### src/rtl/bcd_disp_pkg.sv
// Shared types, constants and seven-segment lookup for the BCD display controller.
package bcd_disp_pkg;

  typedef enum logic [1:0] {
    IDLE  = 2'd0,
    SHIFT = 2'd1,
    LOAD  = 2'd2
  } state_t;

  localparam int         MAX_BCD_VAL = 9999;
  localparam logic [6:0] SEG_BLANK   = 7'h7F;

  // Active-low {g,f,e,d,c,b,a}; non-decimal nibbles go blank.
  function automatic logic [6:0] seg7(input logic [3:0] nib);
    case (nib)
      4'd0:    seg7 = 7'b1000000;
      4'd1:    seg7 = 7'b1111001;
      4'd2:    seg7 = 7'b0100100;
      4'd3:    seg7 = 7'b0110000;
      4'd4:    seg7 = 7'b0011001;
      4'd5:    seg7 = 7'b0010010;
      4'd6:    seg7 = 7'b0000010;
      4'd7:    seg7 = 7'b1111000;
      4'd8:    seg7 = 7'b0000000;
      4'd9:    seg7 = 7'b0010000;
      default: seg7 = SEG_BLANK;
    endcase
  endfunction

endpackage

### src/rtl/decoder_2x4.sv
// Shared 2-to-4 one-hot decoder (active-high outputs).
module decoder_2x4 (
  input  logic [1:0] sel,
  output logic [3:0] onehot
);

  always_comb begin
    onehot = 4'b0000;
    onehot[sel] = 1'b1;
  end

endmodule

### src/rtl/bcd_display_ctrl.sv
// Double-dabble binary-to-BCD converter feeding a 4-digit multiplexed
// common-anode seven-segment display with leading-zero blanking.
module bcd_display_ctrl
  import bcd_disp_pkg::*;
#(
  parameter int BIN_W       = 14,
  parameter int REFRESH_DIV = 100000,
  parameter int DIV_W       = 17
) (
  input  logic             clk,
  input  logic             reset,
  input  logic [BIN_W-1:0] bin_in,
  input  logic             start,
  output logic             busy,
  output logic             done,
  output logic             ovf,
  output logic [3:0]       anode,
  output logic [6:0]       seg
);

  localparam int               CNT_W   = $clog2(BIN_W);
  localparam logic [BIN_W-1:0] MAX_BIN = BIN_W'(MAX_BCD_VAL);
  localparam logic [DIV_W-1:0] PRE_TOP = DIV_W'(REFRESH_DIV - 1);

  function automatic logic [15:0] add3(input logic [15:0] b);
    logic [15:0] r;
    for (int n = 0; n < 4; n++) begin
      r[4*n +: 4] = (b[4*n +: 4] >= 4'd5) ? b[4*n +: 4] + 4'd3 : b[4*n +: 4];
    end
    return r;
  endfunction

  state_t           state;
  logic [15:0]      bcd;
  logic [15:0]      bcd_adj;
  logic [BIN_W-1:0] sh_bin;
  logic [CNT_W-1:0] bit_cnt;
  logic [15:0]      disp;
  logic [DIV_W-1:0] pre;
  logic [1:0]       idx;
  logic [3:0]       dig_oh;
  logic [3:0]       nib;
  logic             blank;

  always_comb bcd_adj = add3(bcd);

  always_ff @(posedge clk) begin
    if (reset) begin
      state <= IDLE;
      busy  <= 1'b0;
      done  <= 1'b0;
      ovf   <= 1'b0;
      disp  <= 16'h0000;
    end else begin
      done <= 1'b0;
      case (state)
        IDLE: begin
          if (start) begin
            ovf     <= (bin_in > MAX_BIN);
            sh_bin  <= (bin_in > MAX_BIN) ? MAX_BIN : bin_in;
            bcd     <= 16'h0000;
            bit_cnt <= CNT_W'(BIN_W - 1);
            busy    <= 1'b1;
            state   <= SHIFT;
          end
        end
        SHIFT: begin
          bcd     <= {bcd_adj[14:0], sh_bin[BIN_W-1]};
          sh_bin  <= {sh_bin[BIN_W-2:0], 1'b0};
          bit_cnt <= bit_cnt - 1'b1;
          if (bit_cnt == '0) state <= LOAD;
        end
        LOAD: begin
          disp  <= bcd;
          done  <= 1'b1;
          busy  <= 1'b0;
          state <= IDLE;
        end
        default: state <= IDLE;
      endcase
    end
  end

  // Free-running digit scan, independent of the converter.
  always_ff @(posedge clk) begin
    if (reset) begin
      pre <= '0;
      idx <= 2'd0;
    end else if (pre == PRE_TOP) begin
      pre <= '0;
      idx <= idx + 2'd1;
    end else begin
      pre <= pre + 1'b1;
    end
  end

  decoder_2x4 u_dec (
    .sel    (idx),
    .onehot (dig_oh)
  );

  assign anode = ~dig_oh;

  // Anode and segments both derive from the same registered idx.
  always_comb begin
    nib = disp[{idx, 2'b00} +: 4];
    case (idx)
      2'd1:    blank = (disp[15:4]  == '0);
      2'd2:    blank = (disp[15:8]  == '0);
      2'd3:    blank = (disp[15:12] == '0);
      default: blank = 1'b0;
    endcase
    seg = blank ? SEG_BLANK : seg7(nib);
  end

endmodule

### config.mk
export PLATFORM = sky130hd
export DESIGN_NAME = bcd_display_ctrl
export DESIGN_NICKNAME = d
export VERILOG_FILES = /design/src/rtl/bcd_disp_pkg.sv /design/src/rtl/decoder_2x4.sv /design/src/rtl/bcd_display_ctrl.sv
export SDC_FILE = /design/constraint.sdc
export NUM_CORES = 1
export LEC_CHECK = 0
export ABC_AREA = 1
export BUFFER_PORTS_ARGS = -buffer_cell sky130_fd_sc_hd__buf_4
export CAP_MARGIN = 20
export CORE_UTILIZATION = 50
export DETAILED_ROUTE_END_ITERATION = 10
export PLACE_DENSITY_LB_ADDON = 0.05
export SLEW_MARGIN = 20
export SYNTH_ARGS = -nofsm -noshare
export SYNTH_HDL_FRONTEND = slang
export SYNTH_SLANG_ARGS = --single-unit
export TNS_END_PERCENT = 30
### constraint.sdc
create_clock -name clk -period 6.38 [get_ports clk]
set_input_delay 0.638 -clock clk [delete_from_list [all_inputs] [get_ports clk]]
set_output_delay 0.638 -clock clk [all_outputs]
set_load 0.1 [all_outputs]
After elaboration in Yosys (flattened, before gate mapping)
Memories as Yosys holds them, arrays and structs flattened.
Index checks and enable logic that the tools add are counted.
Word-level totals
  bits in registers: 74
  logic and storage cells: 70
  ROM bits: 112
  memories kept: 1
  input bits: 17
  output and inout bits: 14
Memory list
  (no name shown): depth 16, bits a word 7, rd ports 1, clocked after memory_dff 0, wr ports 0, line bcd_disp_pkg.sv:15  | case (nib)
Cells by class
  shift-type cells: 1
  bitwise operators: 2
  eq/ne operators: 8
  reductions and logical operators: 13
  muxes and demuxes: 21
  $lt $le $gt $ge: 7
  $add $sub $neg: 7
Operators with widths (count)
  one-hot mux 16 bit (2 select lines): 1
  2-to-1 mux 14 bit: 2
  one-hot mux 14 bit (2 select lines): 1
  adder 17 x 1 -> 17 bit (second input constant): 1
  equality test 17 bit (second input constant): 1
  greater-or-equal comparator 4 x 3 -> 1 bit (second input constant): 4
  2-to-1 mux 16 bit: 1
  2-to-1 mux 4 bit: 4
  indexed part select 16 x 5 -> 4 bit: 1
  > comparator 14 bit (second input constant): 1
  adder 4 x 2 -> 4 bit (second input constant): 3
  logical NOT 12 bit: 1
  logical NOT 4 bit: 2
  logical NOT 8 bit: 1
  one-hot mux 4 bit (2 select lines): 1
  2-to-1 mux 7 bit: 1
  equality test 2 bit (second input constant): 3
  AND reduction 2 bit: 3
  equality test 2 x 1 -> 1 bit (second input constant): 2
  2-to-1 mux 2 bit: 2
  != test 2 bit (second input constant): 2
  inverter 4 bit: 1
  one-hot mux 2 bit (2 select lines): 1
  nonzero test 2 bit: 2
  15 further kinds: 17

Depth between registers and ports, before layout
Gate-level depths: netlist of run 1.
  word-level depth: 5
  mapped depth: 11
  depth with buffers taken out: 11

Cells and area by module
Synthesis of run 1 repeated with hierarchy kept, for this count alone.
Second synthesis, totals
  cell total of the unflattened synthesis: 490
  area total of the unflattened synthesis: 3868.7 µm²
By module, submodules not included
  bcd_display_ctrl: cells each 483, instances 1, area an instance 3842.4 µm²
  decoder_2x4: cells each 7, instances 1, area an instance 26.3 µm²

Worst setup path after synthesis of run 1
OpenSTA, ideal clock, no wires.
  path type: input to register
  start point: input start
  end point: register bcd[0] (enable)
  data required time: 5903 ps
  path buffers: 0
  cell stages on the path: 2
  arrival: 3281 ps
  setup slack: 2622 ps
  path through: inv_1 a211oi_1
On the way
  cells in the longest elaborated chain, start to end: 2
RTL lines
  start: declaration: line bcd_display_ctrl.sv:13  | input logic start,
  != test 2 bit (no source line)
  AND reduction 3 bit (no source line)
  end signal: assignment: line bcd_display_ctrl.sv:68  | bcd <= {bcd_adj[14:0], sh_bin[BIN_W-1]};
  end: declaration: line bcd_display_ctrl.sv:34  | logic [15:0] bcd;
Every way passes these cells.
A chain may end at the register's enable or synchronous reset.

Final worst setup path of run 1
  start point: register idx[0]
  end point: output seg[3]
On the way
  cells in the longest elaborated chain, start to end: 3
RTL lines
  start: declaration: line bcd_display_ctrl.sv:40  | logic [1:0] idx;
  start signal: assignment: line bcd_display_ctrl.sv:91  | idx <= idx + 2'd1;
  indexed part select 16 x 5 -> 4 bit (tied with other cells): line bcd_display_ctrl.sv:106  | nib = disp[{idx, 2'b00} +: 4];
  memory read (16 x 7 bit) or one-hot mux 1 bit (3 select lines) (tied branches)
  2-to-1 mux 7 bit *: line bcd_display_ctrl.sv:113  | seg = blank ? SEG_BLANK : seg7(nib);
  end: declaration: line bcd_display_ctrl.sv:18  | output logic [6:0] seg
Every way passes the cells marked *; elsewhere a longest branch is shown, timed or not.

==> flow_summary.yaml, run 1 <==
placed_design:
  dp_worst_setup_slack_ns: 3.71
  place_congestion: 0.807
  io_buffer_count: 30
  dpl.cell_count: 600
  dp_hpwl_mm: 5.21
min_path:
  hold_path_class: "register to register"
  hold_depth: 2
  whs_endpoint: "pre[14]$_SDFF_PP0_"
  hold_start: "pre[14]$_SDFF_PP0_"
grt:
  grt_pass1_wl_mm: 13.1
  overflow: 0
  track_usage_pct: 19.7
  first_global_vias: 3045
  antenna_found_initial: 0
  grt_max_degree: 35
yosys:
  synthMuxAreaShare_pct: 0.576
  syn_area_mm2: 0.00391
  syn_nets: 518
  yosysMostFrequentCell: "nand2_1"
  synth_edf_count: 34
  synthesis.instances: 481
  synth_top_cell_area_share_pct: 26.1
  ys_ff_latch: 74
  synth_top_family_by_area: "simple AND/OR/NAND/NOR gates"
  avgSynthCellArea_um2: 8.13
  ys_types: 36
  synth_xor_area_share_pct: 1.57
  synth_adder_area_share_pct: 6.40
  yosys.area_share.simple_pct: 24.9
  synthTopCellsByCount: "nand2_1 (88), nor2_1 (63), inv_1 (56)"
  ys.flop_type: "dfxtp_1"
  ys_seq_area_share_pct: 46.6
  yosys_warnings: 0
  async_reset_ff_share_pct: 0
  synth_area_leaders: "edfxtp_1 (26%), dfxtp_1 (20%), nand2_1 (8.4%)"
  synth_compound_area_share_pct: 12.3
  yosysTopAreaCell: "edfxtp_1"
worst_setup_path:
  r2r-end: "bit_cnt[3]$_SDFFCE_PN1P_"
  critPathRequiredTime_ns: 5.74
  rr_worst_depth: 5
  rrSetupSlack_ns: 4.33
  cp_max_fo: 13
  r2r_start: "state[0]$_SDFFE_PP0P_"
  worstPathArrival_ns: 2.39
  crit_path_start_kind: "register"
  critical_path_class: "register to primary output"
  endpoint_kind: "primary output"
cts:
  clockBufferDepth: 2
  cts_max_level: 3
  cts_root_buffer: "clkbuf_8"
  cts_tree: "done"
  cts.sinks: 74
  clk_pin_slew_worst_paths_ns: 0.08
  clk_latency_ns: 0.35
  numCtsBuffers: 9
  hold_buffers: 0
  postCtsSetupBuffers: 0
  cts-resized-gates: 0
timing:
  layout_setup_ws_ns: 3.35
  rsz0062_at_grt: "no"
  maxSlewHeadroom_pct: 54.1
  tightest_slew_ns: 0.688
  hold_ws_ns: 0.473
  finalClockSkew_ns: 0.00935
  clock.fmax_ghz: 0.330
  min_period_ns: 3.03
  finalHoldViolations: 0
  fin_setup_tns_ns: 0
  period_share_pct: 47.5
  slew_viol_final: 0
  setup_viol: 0
drt:
  ant_nets: 0
  drtIter0Drc: 129
  first_pass_iters: 5
  vias_per_cell: 5.00
  drc: 0
  vias: 3081
  wl_per_cell_um: 11.9
  wl_mm: 7.33
floorplan:
  initial_core_util_pct: 52.8
  row_count: 31
  die-area_mm2: 0.00818
  die_x_um: 90.5
  core_area_mm2: 0.00741
  dieHeight_um: 90.5
  num_io_pins: 31
cells_and_area:
  syn2layout_area_growth_pct: 13.7
  layoutNonFillerInstCount: 616
  diodes: 0
  drive_gt1_share_pct: 14.7
  nets: 549
  n_fill_cell: 652
power_and_ir_drop:
  p_leak_uw: 0.00184
  power_density_mw_per_mm2: 237
  vdd_drop_max_mv: 0.122
job:
  maxCapViolations: 0
outcome:
  outcome: "finished, final reports clean"
==> stage by stage <==
| step | power (uW) | utilization, % | instance area [um^2] |
|---|---|---|---|
| after global placement | 625 | 56.8 | 4210 |
| final | 1060 | 60.1 | 4450 |
| after floorplan | 603 | - | 3910 |
| after detailed placement | 629 | 56.8 | 4210 |
| after CTS | 1070 | 60.1 | 4450 |
| after global routing | 1100 | 60.1 | 4450 |
==> report_power, final <==
part           leakage [uW]  total [uW]  internal [uW]  switching, uW
Sequential         0.000645         530            519           11.4
Combinational       0.00108        86.4           29.6           56.8
Clock              0.000113         440            261            178
Total               0.00184        1060            810            247
==> worst max-delay path by stage <==
stage | startpoint | cells after the start | endpoint
floorplan | start | 2 | bcd[0]$_SDFFCE_PN0P_
global placement | idx[0]$_SDFFE_PP0N_ | 10 | seg[3]
detailed placement | idx[0]$_SDFFE_PP0N_ | 10 | seg[3]
CTS | idx[0]$_SDFFE_PP0N_ | 10 | seg[3]
global route | idx[0]$_SDFFE_PP0N_ | 11 | seg[3]
finish | idx[0]$_SDFFE_PP0N_ | 10 | seg[3]
==> critical path, stage by stage, from the launching register on <==
cell	delay, ns
dfxtp_1	0.59
inv_2	0.18
nand2_1	0.11
nand3_1	0.06
nand2_1	0.14
inv_1	0.11
ha_1	0.30
nand3_1	0.10
nand3_1	0.09
nand3_1	0.09
buf_4	0.29
==> cells in the final DEF, fill, tap and decap left out, drive strengths merged <==
master    instances
nand4             3
or2               3
edfxtp           34
buf              32
a211oi            2
nand3            37
nand3b            2
mux2i             1
clkbuf           10
xnor2             2
nor3              8
xor2              5
a31oi             1
a21oi            49
inv              60
nand2            92
clkinvlp          2
nor2             72
o21ai            36
dfxtp            40
nor3b             1
a22o              2
bufinv            3
ha               20
==> area by class of cell <==
class	count	area (um^2)	share of cell area, %
clock buffer	10	128	2.87
clock inverter	6	114	2.56
timing repair buffer	32	240	5.40
inverter	59	221	4.98
tap	99	124	2.78
sequential	74	1820	40.9
multi-input combinational	336	1800	40.5
==> per-layer routing <==
layer / vias to the layer above / part of all wire [%] / wire [um] / global-route usage, %
li1: 1647 / - / - / -
met4: 0 / 0.83 / 61 / 7.39
met2: 50 / 47 / 3420 / 33.5
met1: 1374 / 50 / 3660 / 24.5
met5: - / 0 / 0 / 0
met3: 10 / 2.6 / 192 / 4.12
==> sequential cells by signal, summed over array words and instances, names as in the netlist <==
name and cells:
bit_cnt 4, state 2, ovf 1, pre 17, sh_bin 14, disp 16, idx 2, bcd 16
done 1, busy 1
==> logic make-up (layout without fill, tap and decap cells) <==
| family | after synthesis | after routing |
|---|---|---|
| simple gates | 218 | 218 |
| compound gates | 90 | 90 |
| flops | 74 | 74 |
| buf+inv | 71 | 107 |
| fa+ha+maj | 20 | 20 |
| xor+xnor | 7 | 7 |
| mux | 1 | 1 |
No activity file was read; power rests on OpenSTA's default activity.
==> inputs of run 2 (changes only) <==
==> constraint.sdc (replaced) <==
create_clock -name clk -period 2.8 [get_ports clk]
set_input_delay 0.28 -clock clk [delete_from_list [all_inputs] [get_ports clk]]
set_output_delay 0.28 -clock clk [all_outputs]
set_load 0.1 [all_outputs]
==> run 2 against run 1 <==
  * Sequential power rose by 130%
  * Design area about the same
  * Non-clock buffer count grew 1
  * Final cell count rose by 0.16%
  * Setup slack lost 3.1 ns
  * Critical path depth unchanged
  * Sequential share of layout area increased by 0.051 points
  * Combinational power grew 130%
  * Count of clock-buffer cells in the layout increased by 1
  * Worst hold slack lost 0.32 ns
  * Global-route usage is 0.22 points higher
  * Clock skew down 0.00096 ns
==> flow_summary.yaml, run 2 (synthesized netlist as in run 1, its figures left out) <==
cts:
  cts_max_level: 3
  clk_latency_ns: 0.35
  clk_pin_slew_worst_paths_ns: 0.08
  cts_tree: "done"
  numCtsBuffers: 9
  cts.sinks: 74
  cts_root_buffer: "clkbuf_8"
  clockBufferDepth: 2
timing:
  setup_viol: 0
  finalClockSkew_ns: 0.00839
  layout_setup_ws_ns: 0.264
  slew_viol_final: 0
  finalHoldViolations: 0
  min_period_ns: 2.54
  rsz0062_at_grt: "no"
  clock.fmax_ghz: 0.394
  tightest_slew_ns: 0.690
  fin_setup_tns_ns: 0
  period_share_pct: 90.6
  maxSlewHeadroom_pct: 54.0
floorplan:
  die-area_mm2: 0.00818
  core_area_mm2: 0.00741
  die_x_um: 90.5
  dieHeight_um: 90.5
  num_io_pins: 31
  initial_core_util_pct: 52.8
  row_count: 31
cells_and_area:
  reg_top3: "pre (17), bcd (16), disp (16)"
  largest_reg_flops: 17
  mostFrequentLayoutCells: "nand2_1 (88), nor2_1 (63), inv_1 (56)"
  final_common_cell: "nand2_1"
  nets: 550
  drive_gt1_share_pct: 15.3
  syn2layout_area_growth_pct: 13.7
  stdcell_area_mm2: 0.00445
  regMostFlops: "pre"
  n_fill_cell: 702
  diodes: 0
power_and_ir_drop:
  combPwrFrac_pct: 8.5
  intPower_uw: 1770
  p_clk_share_pct: 39.6
  p_leak_uw: 0.00184
  p_sw_share_pct: 24.0
  power_density_mw_per_mm2: 523
  pwr-share-seq_pct: 51.9
  power_switching_uw: 558
  vdd_drop_max_mv: 0.281
worst_setup_path:
  r2r_start: "pre[0]$_SDFF_PP0_"
  rr_worst_depth: 6
  critical_path_class: "register to primary output"
  cpMostUsedCell: "nand3_1"
  crit_path_start_kind: "register"
  cp_max_fo: 13
  rrSetupSlack_ns: 1.31
  path_buf_inv: 3
  crit_family: "simple AND/OR/NAND/NOR gates"
  endpoint_kind: "primary output"
  slowest_stage: "dfxtp_2"
  cpPeakStageDelay_ns: 0.47
  r2r-end: "pre[13]$_SDFF_PP0_"
  critPathRequiredTime_ns: 2.52
  worstPathArrival_ns: 2.26
  path_cells: "inv_2, nand2_1, nand3_1, nand2_1, inv_1, ha_1, nand3_1, nand3_1, nand3_1, buf_4"
drt:
  drc: 0
  wl_per_cell_um: 11.9
  drtIter0Drc: 183
  wl_mm: 7.33
  vias_per_cell: 5.02
  first_pass_iters: 4
  ant_nets: 0
  vias: 3096
min_path:
  hold_path_class: "input pin to register"
  hold_start: "reset"
  whs_endpoint: "busy$_SDFFE_PP0P_"
  hold_depth: 2
grt:
  overflow: 0
  track_usage_pct: 20.0
  grt_pass1_wl_mm: 13.3
  grt_max_degree: 35
  first_global_vias: 3061
  antenna_found_initial: 0
placed_design:
  dp_hpwl_mm: 5.19
  place_congestion: 0.803
  dp_worst_setup_slack_ns: 0.470
  place_area_mm2: 0.00422
  io_buffer_count: 30
job:
  maxCapViolations: 0
outcome:
  outcome: "finished, final reports clean"
==> run 2: changes by cell type in the layout (fill, tap and decap cells not counted), sizes merged <==
cell    delta
bufinv     -2
buf        +1
clkbuf     +1
clkinv     +1
==> run 2: per-layer routing <==
layer / up-vias / global-route usage (%) / part of all wire (%)
met5: - / 0 / 0
met4: 0 / 6.05 / 1.4
met3: 9 / 4.80 / 2.9
met2: 40 / 33.9 / 46
met1: 1405 / 25.0 / 50
li1: 1642 / - / -
==> run 2: power groups by stage <==
stage | clock network, uW | logic (uW) | registers (uW)
after detailed placement | 0 | 201 | 1230
after CTS | 944 | 202 | 1210
after floorplan | 0 | 130 | 1240
final | 921 | 199 | 1210
after global placement | 0 | 196 | 1230
after global routing | 983 | 228 | 1210
==> run 2: layout make-up <==
| class | count | area, um^2 | area share [%] |
|---|---|---|---|
| sequential | 74 | 1820 | 41.0 |
| multi-input combinational | 336 | 1800 | 40.5 |
| timing repair buffer | 33 | 248 | 5.57 |
| inverter | 59 | 221 | 4.98 |
| clock buffer | 11 | 174 | 3.91 |
| tap | 99 | 124 | 2.79 |
| clock inverter | 5 | 56.3 | 1.27 |
==> run 2: what timing repair did <==
action,4_1_cts,5_1_grt
setup buffers,0,0
gates resized for setup,0,1
hold buffers,0,0
endpoints found under the setup margin,0,4
==> run 2: metrics by stage <==
stage               std cells  hold slack (ns)  power, uW  utilization, %
floorplan                 481            0.349       1370               -
global placement          601            0.455       1430            56.9
detailed placement        601            0.460       1430            56.9
CTS                       617            0.132       2350            60.0
global route              617            0.145       2420            60.0
finish                    617            0.148       2330            60.0
==> run 2: worst max-delay path by stage <==
stage,from,to,cells after the start
2_1_floorplan,idx[0]$_SDFFE_PP0N_,seg[0],8
3_3_place_gp,idx[0]$_SDFFE_PP0N_,seg[3],10
3_5_place_dp,idx[0]$_SDFFE_PP0N_,seg[3],10
4_1_cts,idx[0]$_SDFFE_PP0N_,seg[3],10
5_1_grt,idx[0]$_SDFFE_PP0N_,seg[3],10
6_report,idx[0]$_SDFFE_PP0N_,seg[3],10
==> inputs of run 3 (changes only) <==
--- a/config.mk
+++ b/config.mk
@@ -8,7 +8,9 @@
 export ABC_AREA = 1
 export BUFFER_PORTS_ARGS = -buffer_cell sky130_fd_sc_hd__buf_4
 export CAP_MARGIN = 20
-export CORE_UTILIZATION = 50
+export CELL_PAD_IN_SITES_DETAIL_PLACEMENT = 2
+export CELL_PAD_IN_SITES_GLOBAL_PLACEMENT = 2
+export CORE_UTILIZATION = 36
 export DETAILED_ROUTE_END_ITERATION = 10
 export PLACE_DENSITY_LB_ADDON = 0.05
 export SLEW_MARGIN = 20
==> run 3 against run 2 <==
  * Maximum frequency is 2.2% lower
  * Count of clock-buffer cells in the layout is 1 higher
  * Global-route usage is 0.38 points lower
  * Clock power is 7.5% higher
  * Highest routed layer unchanged
  * Sequential share of layout area is 0.61 points lower
  * Clock skew is 0.0044 ns higher
  * Critical path type unchanged
==> flow_summary.yaml, run 3 (synthesized netlist as in run 1, its figures left out) <==
grt:
  antenna_found_initial: 0
  grt_pass1_wl_mm: 17.3
  track_usage_pct: 19.6
  overflow: 0
  first_global_vias: 3654
  grt_max_degree: 30
drt:
  drc: 0
  wl_mm: 9.94
  vias: 3306
  ant_nets: 0
  first_pass_iters: 4
  wl_per_cell_um: 15.2
  vias_per_cell: 5.06
  drtIter0Drc: 57
placed_design:
  place_congestion: 0.733
  dp_worst_setup_slack_ns: 0.363
  io_buffer_count: 30
  dp_hpwl_mm: 7.31
  place_area_mm2: 0.00427
cells_and_area:
  finish.utilization_pct: 43.3
  regMostFlops: "pre"
  syn2layout_area_growth_pct: 15.4
  n_fill_cell: 1205
  final_common_cell: "nand2_1"
  diodes: 0
  stdcell_area_mm2: 0.00451
  mostFrequentLayoutCells: "nand2_1 (88), nor2_1 (63), inv_1 (56)"
  nets: 550
  reg_top3: "pre (17), bcd (16), disp (16)"
  largest_reg_flops: 17
  drive_gt1_share_pct: 14.9
timing:
  setup_viol: 0
  slew_viol_final: 0
  layout_setup_ws_ns: 0.206
  rsz0062_at_grt: "no"
  finalHoldViolations: 0
  period_share_pct: 92.6
  fin_setup_tns_ns: 0
  min_period_ns: 2.59
  tightest_slew_ns: 0.744
  finalClockSkew_ns: 0.0128
  maxSlewHeadroom_pct: 50.4
  clock.fmax_ghz: 0.385
min_path:
  hold_start: "reset"
  hold_depth: 2
  whs_endpoint: "busy$_SDFFE_PP0P_"
  hold_path_class: "input pin to register"
worst_setup_path:
  rrSetupSlack_ns: 1.10
  worstPathArrival_ns: 2.31
  r2r_start: "bcd[12]$_SDFFCE_PN0P_"
  critPathRequiredTime_ns: 2.52
  endpoint_kind: "primary output"
  r2r-end: "bcd[14]$_SDFFCE_PN0P_"
  crit_path_start_kind: "register"
  rr_worst_depth: 5
  critical_path_class: "register to primary output"
  cp_max_fo: 13
cts:
  cts_tree: "done"
  clk_pin_slew_worst_paths_ns: 0.08
  clockBufferDepth: 2
  cts_root_buffer: "clkbuf_8"
  cts_max_level: 3
  cts.sinks: 74
  clk_latency_ns: 0.37
  numCtsBuffers: 9
  postCtsSetupBuffers: 0
power_and_ir_drop:
  p_leak_uw: 0.00185
  vdd_drop_max_mv: 0.388
  power_density_mw_per_mm2: 534
  p_total_uw: 2410
floorplan:
  dieHeight_um: 106
  core_area_mm2: 0.0104
  die_x_um: 106
  num_io_pins: 31
  initial_core_util_pct: 37.6
  row_count: 37
  die-area_mm2: 0.0113
job:
  maxCapViolations: 0
outcome:
  outcome: "finished, final reports clean"
run 3: layout make-up:
cell class                 count  area (um^2)  area share, %
tap                          136          170           3.77
clock inverter                 4         72.6           1.61
sequential                    74         1820           40.4
timing repair buffer          33          260           5.76
multi-input combinational    336         1800           39.9
clock buffer                  12          166           3.69
inverter                      59          221           4.91
run 3: worst max-delay path by stage:
stage,start,end,slack (ns)
finish,idx[0]$_SDFFE_PP0N_,seg[3],0.21
global route,idx[0]$_SDFFE_PP0N_,seg[3],0.02
CTS,idx[0]$_SDFFE_PP0N_,seg[3],0.14
detailed placement,idx[0]$_SDFFE_PP0N_,seg[3],0.36
global placement,idx[0]$_SDFFE_PP0N_,seg[3],0.50
floorplan,idx[0]$_SDFFE_PP0N_,seg[0],0.07
run 3: critical path, cell delays in order (launching register included):
cell and delay (ns):
dfxtp_2 0.48, inv_2 0.16, nand2_1 0.09, nand3_1 0.06, nand2_1 0.15, inv_1 0.11, ha_1 0.30, nand3_1 0.11
nand3_1 0.09, nand3_1 0.09, buf_4 0.29
run 3: metrics by stage:
| step | hold slack [ns] | std cells |
|---|---|---|
| after floorplan | 0.349 | 481 |
| after global placement | 0.456 | 638 |
| after detailed placement | 0.466 | 638 |
| after CTS | 0.112 | 654 |
| after global routing | 0.123 | 654 |
| final | 0.129 | 654 |
run 3: timing repair:
| item | CTS | global route |
|---|---|---|
| setup endpoints to repair | 1 | 0 |
| hold buffers | 0 | 0 |
| resized for setup | 1 | 0 |
run 3: power by group:
| part | total (uW) | internal (uW) | switching, uW | leakage [uW] |
|---|---|---|---|---|
| clock | 990 | 579 | 411 | 0.000119 |
| combinational | 213 | 72.5 | 140 | 0.00109 |
| sequential | 1210 | 1180 | 27.2 | 0.000646 |
run 3: metal layers:
layer,vias up,part of all wire (%),global-route usage (%)
li1,1644,-,-
met1,1625,44,22.5
met2,25,51,35.0
met3,12,2.1,4.60
met4,0,1.9,7.44
met5,-,0,0
